<file path="config.mk">
export PLATFORM = sky130hd
export DESIGN_NAME = mult_arbiter_ctrl
export DESIGN_NICKNAME = d
export VERILOG_FILES = /design/src/rtl/mult_arbiter_ctrl.sv
export SDC_FILE = /design/constraint.sdc
export NUM_CORES = 1
export LEC_CHECK = 0
export ABC_AREA = 1
export BUFFER_PORTS_ARGS = -buffer_cell sky130_fd_sc_hd__buf_2
export CAP_MARGIN = 5
export CORE_MARGIN = 2
export CORE_UTILIZATION = 34
export DETAILED_ROUTE_END_ITERATION = 8
export PLACE_DENSITY_LB_ADDON = 0.1
export SYNTH_ARGS = -nofsm -noshare
export SYNTH_HDL_FRONTEND = slang
export SYNTH_SLANG_ARGS = --single-unit
</file>
<file path="constraint.sdc">
create_clock -name clk -period 1.21 [get_ports clk]
set_clock_uncertainty 0.1 [all_clocks]
set_input_delay 0.121 -clock clk [delete_from_list [all_inputs] [get_ports clk]]
set_output_delay 0.121 -clock clk [all_outputs]
set_load 0.01 [all_outputs]
</file>
<file path="src/rtl/mult_arbiter_ctrl.sv">
// Two-port round-robin front end and enable sequencer for the 16x16 signed
// sequential multiplier datapath; returns one tagged 32-bit product per request.
`timescale 1ns/1ps
module mult_arbiter_ctrl (
    input  logic        clk,
    input  logic        reset,
    input  logic        src0_valid,
    input  logic [15:0] src0_a,
    input  logic [15:0] src0_b,
    output logic        src0_ready,
    input  logic        src1_valid,
    input  logic [15:0] src1_a,
    input  logic [15:0] src1_b,
    output logic        src1_ready,
    output logic [15:0] dp_a,
    output logic [15:0] dp_b,
    output logic        dp_en_reg,
    output logic        dp_en_count,
    output logic        dp_en_shift,
    output logic        dp_dst_valid,
    input  logic [3:0]  dp_count,
    input  logic [31:0] dp_p,
    output logic        dst_valid,
    input  logic        dst_ready,
    output logic [31:0] dst_p,
    output logic        dst_id,
    output logic        busy
);
    typedef enum logic [1:0] {IDLE, CALC, RESP} state_t;

    state_t state, state_nxt;
    logic   last_grant;
    logic   win;
    logic   accept;
    logic   last_iter;

    // Reset gates accept so ready and dp_en_reg fall the moment reset asserts,
    // even with a requester still holding valid.
    always_comb begin
        if (src0_valid && src1_valid)
            win = ~last_grant;
        else
            win = src1_valid;
        accept    = reset && (state == IDLE) && (src0_valid || src1_valid);
        last_iter = (dp_count == 4'd15);
    end

    always_ff @(posedge clk or negedge reset) begin
        if (!reset)
            state <= IDLE;
        else
            state <= state_nxt;
    end

    always_comb begin
        state_nxt = state;
        case (state)
            IDLE:    if (accept) state_nxt = CALC;
            CALC:    if (last_iter) state_nxt = RESP;
            RESP:    if (dst_ready) state_nxt = IDLE;
            default: state_nxt = IDLE;
        endcase
    end

    always_comb begin
        src0_ready   = 1'b0;
        src1_ready   = 1'b0;
        dp_en_reg    = 1'b0;
        dp_en_count  = 1'b0;
        dp_en_shift  = 1'b0;
        dp_dst_valid = 1'b0;
        dst_valid    = 1'b0;
        busy         = (state != IDLE);
        case (state)
            IDLE: begin
                src0_ready = accept & ~win;
                src1_ready = accept & win;
                dp_en_reg  = accept;
            end
            CALC: begin
                dp_en_count  = 1'b1;
                dp_en_shift  = ~last_iter;
                dp_dst_valid = last_iter;
            end
            RESP:    dst_valid = 1'b1;
            default: ;
        endcase
    end

    // Outside the accept cycle the operand mux simply tracks the last winner.
    always_comb begin
        if (accept ? win : last_grant) begin
            dp_a = src1_a;
            dp_b = src1_b;
        end else begin
            dp_a = src0_a;
            dp_b = src0_b;
        end
    end

    always_ff @(posedge clk or negedge reset) begin
        if (!reset) begin
            last_grant <= 1'b1;
            dst_id     <= 1'b0;
            dst_p      <= 32'd0;
        end else begin
            if (accept) begin
                last_grant <= win;
                dst_id     <= win;
            end
            if (dp_dst_valid)
                dst_p <= dp_p;
        end
    end
endmodule

</file>
-- After elaboration in Yosys (flattened, before gate mapping)
Index checks and enable logic that the tools add are counted.
- equal/unequal tests: 6
- multiplexer cells: 15
- bitwise operators: 5
- reduce and logical (&&, ||, !) cells: 7
- operators with widths (kind ; count):
    $mux W16 ; 2
    $mux W1 ; 9
    $mux W2 ; 3
    $ne A2 B2 Y1 const B ; 3
    $pmux W2 S3 ; 1
    $eq A4 B4 Y1 const B ; 1
    $logic_and A1 B1 Y1 ; 3
    $not A1 Y1 ; 3
    $reduce_and A3 Y1 ; 1
    $and A1 B1 Y1 ; 2
    $eq A2 B1 Y1 const B ; 1
    $eq A2 B2 Y1 const B ; 1
    $logic_not A2 Y1 ; 1
    $reduce_bool A2 Y1 ; 1
    $logic_or A1 B1 Y1 ; 1
- register bits after elaboration: 36
- output and inout bits: 73

-- Longest topological paths before layout
- word-level depth: 5
- mapped depth: 8
- depth with buffers taken out: 7

-- Worst setup path before layout
No wires, ideal clock.
- path kind: register to output
- from: register last_grant
- to: output dp_a[0]
- arrival time: 1150 ps
- setup slack: -161 ps
- stages on the path, launching flop included: 6
- buffers on the path: 1
- cell sequence: dfstp_2 -> nand2_1 -> nand4_4 -> buf_2 -> nand3_1 -> nand2_1
- cells in the longest elaborated chain, start to end: 4
- RTL lines (what ; line ; text):
    start, declared ; 32 ; logic last_grant;
    start signal, assigned ; 108 ; last_grant <= win;
    $not A1 Y1 ; 41 ; win = ~last_grant;
    $mux W1 ; 40 ; if (src0_valid && src1_valid)
    $mux W1 (*) ; n/a ;
    $mux W16 (*) ; 92 ; if (accept ? win : last_grant) begin
    end, declared ; 15 ; output logic [15:0] dp_a,
Mark *: on every way between the ends. The rest lies on a longest branch, timed or not.

-- Final worst setup path
- from: register state[0]
- to: output dp_b[7]
- cells in the longest elaborated chain, start to end: 5
- RTL lines (what ; line ; text):
    start, declared ; 31 ; state_t state, state_nxt;
    start signal, assigned ; 52 ; state <= state_nxt;
    $logic_not A2 Y1 ; 44 ; accept = reset && (state == IDLE) && (src0_valid || src1_valid);
    $logic_and A1 B1 Y1 (2 in series) ; 44 ;
    $mux W1 ; n/a ;
    $mux W16 ; 92 ;
    end, declared ; 16 ; output logic [15:0] dp_b,
Every way passes these cells.

==> flow_metrics.py <==
metrics = {
    "run_status": {
        "status": "complete, but fails checks",
        "failed_checks": "setup timing",
    },
    "timing": {
        "rsz0062_at_grt": "true",
        "finalMaxSlewViolations": 0,
        "slew-limit-headroom_pct": 69.9,
        "fin_crit_sh_pct": 156,
        "fmax_ghz": 0.531,
        "finalHoldViolCount": 0,
        "worstMarginPinSlew_ns": 0.452,
        "setup-violations-final": 76,
        "finalCriticalPeriod_ns": 1.88,
        "finalSetupTns_ns": -34.07,
        "layout_setup_ws_ns": -0.674,
    },
    "power_and_ir_drop": {
        "max-vdd-ir-drop_v": 0.00145,
        "power_mw": 10.1,
        "powerDensity_nw_per_um2": 2040,
        "p_leak_nw": 2.71,
    },
    "synthesis": {
        "yosysWarningCount": 0,
        "synth_nets": 376,
        "synth_mux_area_share_pct": 0,
        "synth_fa_ha_area_share_pct": 0,
        "synthSimpleGateAreaFrac_pct": 45.3,
        "syn-cell-area_um2": 1940,
        "synth-edff-count": 0,
        "async_reset_ff_share_pct": 100,
        "synthXorXnorAreaFrac_pct": 0,
        "syn_inst": 271,
        "yosys_most_used_dff": "dfrtp_1",
        "synth.distinct_cells": 19,
        "avgSynthCellArea_um2": 7.17,
        "ys_seq_elements": 36,
        "synth-compound-area-share_pct": 0.901,
        "yosysSeqAreaShare_pct": 46.4,
        "synth_top_family_by_area": "simple AND/OR/NAND/NOR gates",
    },
    "critical_path": {
        "critical-path-slowest-cell": "dfrtp_1",
        "cp-start-kind": "flip-flop",
        "critPathKind": "flip-flop to output port",
        "crit_fanout": 8,
        "worstPathCellList": "nor2_4 -> nand3_4 -> nand2_8 -> buf_12 -> nand2_8 -> nand2_2 -> nand2_2 -> buf_6",
        "critical_path_required_ns": 0.99,
        "worstSetupEndpointType": "output port",
        "critPathMaxStageDelay_ns": 0.42,
        "critPathBufInv": 2,
        "crit_family": "simple AND/OR/NAND/NOR gates",
        "worstPathArrival_ns": 1.66,
    },
    "die": {
        "start_util_pct": 35.3,
        "core-area_um2": 5510,
        "fp-row-count": 27,
        "fp.dieW_um": 79.6,
        "ios": 178,
        "dieArea_um2": 6340,
        "die_y_um": 79.6,
    },
    "placement": {
        "io_buffers": 177,
        "numPlacedInstances": 522,
        "placed_area_um2": 3060,
        "gp_congestion": 0.768,
        "dp_hpwl_mm": 4.80,
    },
    "routing": {
        "via_count": 2855,
        "first_pass_iters": 4,
        "totalWireLength_mm": 9.74,
        "drtAntennaViolNets": 0,
        "avgRoutedWirePerCell_um": 16.4,
        "vias_per_cell": 4.80,
        "drt_iter0_drc": 140,
        "drc": 0,
    },
    "cts": {
        "clock-sinks": 36,
        "cts_tree": "yes",
        "clock_path_buffers": 2,
        "cts_made_buffers": 5,
        "cts_max_level": 2,
        "clkTransAtPathRegs_ns": 0.07,
        "clkLatencyLatePin_ns": 0.28,
        "cts_root_buf": "clkbuf_8",
    },
    "finish": {
        "fill_cells": 252,
        "nets": 627,
        "mostFrequentLayoutCells": "141 x buf_2, 82 x nand2_2, 55 x nand2_1",
        "num_antenna_cells": 0,
        "drive_gt1_share_pct": 75.0,
        "stdcell_count": 595,
        "syn_to_final_growth_pct": 154,
        "final_util_pct": 89.8,
        "postLayoutCellArea_um2": 4940,
        "final_common_cell": "buf_2",
    },
    "global_route": {
        "grt.total_usage_pct": 25.9,
        "grt_overflow": 0,
        "grt_pass1_wl_mm": 12.7,
        "grt_max_degree": 37,
        "antenna_found_initial": 0,
        "grt_pass1_vias": 2786,
    },
    "worst_hold_path": {
        "min_path_type": "input pin to flip-flop",
    },
    "job": {
        "maxCapViolCount": 0,
    },
}
## worst paths after layout
path                                  startpoint                    end  slack, ns  cells after the start
setup / recovery            state[0]$_DFFE_PN0P_                dp_b[7]      -0.67                      8
hold / removal                       dp_count[2]   state[0]$_DFFE_PN0P_       0.23                      5
setup reg to reg            state[0]$_DFFE_PN0P_  dst_p[30]$_DFFE_PN0P_      -0.39                      9
hold reg to reg            dst_p[21]$_DFFE_PN0P_  dst_p[21]$_DFFE_PN0P_       0.39                      2
max in group asynchronous                  reset   last_grant$_DFF_PN1_       0.17                      3
min in group asynchronous                  reset     dst_id$_DFFE_PN0N_       0.49                      3
## layer usage
layer	wire length [µm]	up-vias	share of wire, %	GRT usage, %
li1	-	1348	-	-
met3	688	18	7.1	5.32
met2	5500	135	57	50.2
met4	169	0	1.7	8.10
met1	3380	1354	35	27.5
met5	0	-	0	0
## tightest hold or removal path, delay by kind of cell
family                 cells  cell delay (ns)
buffers and inverters      2             0.22
AND/OR/NAND/NOR            2             0.15
AO/OA/AOI/OAI              1             0.08
## logic make-up (layout without fill, tap and decap cells)
| logic type | after synthesis | after routing |
|---|---|---|
| DFF | 36 | 36 |
| AOI/OAI and AO/OA | 3 | 3 |
| and+or+nand+nor | 208 | 210 |
| buffers and inverters | 24 | 274 |
## metrics by stage
step | hold WS [ns] | worst slack (ns)
4_1_cts | 0.209 | -0.627
5_1_grt | 0.244 | -0.758
3_3_place_gp | 0.213 | -0.347
6_report | 0.232 | -0.674
3_5_place_dp | 0.203 | -0.394
2_1_floorplan | -0.275 | -0.141
## registers in the layout, indices dropped and copies added (netlist names)
| register | flops |
|---|---|
| last_grant | 1 |
| dst_p | 32 |
| state | 2 |
| dst_id | 1 |
## where the power goes
group          internal, mW  leakage, nW  switching (mW)
combinational          3.35         2.19            3.24
clock                 0.727       0.0645           0.430
sequential             1.80        0.452           0.521
total                  5.88         2.71            4.19
## cell usage after synthesis (2+ instances only)
cell,number,area (µm²)
buf_2,6,30.0
buf_4,6,45.0
buf_6,3,33.8
dfrtp_1,35,876
inv_1,8,30.0
nand2_1,167,627
nand2_4,2,22.5
nand3_1,32,160
nor2_1,2,7.51
## what timing repair did
| item | in CTS | in global routing |
|---|---|---|
| buffers inserted | 12 | 9 |
| hold endpoints to repair | 68 | 0 |
| hold buffers | 34 | 0 |
| pin swaps | 27 | 39 |
| cloned | 9 | 4 |
| endpoints found under the setup margin | 75 | 76 |
| gates resized for setup | 102 | 127 |
## area by class of cell
class / instances / area (µm²) / area share, %
multi-input combinational: 213 / 1590 / 32.3
sequential: 36 / 902 / 18.3
inverter: 9 / 43.8 / 0.886
timing repair buffer: 257 / 2190 / 44.2
tap: 72 / 90.1 / 1.82
clock buffer: 7 / 96.3 / 1.95
clock inverter: 1 / 30.0 / 0.608
Note: power is estimated with default switching activity, not from simulation.
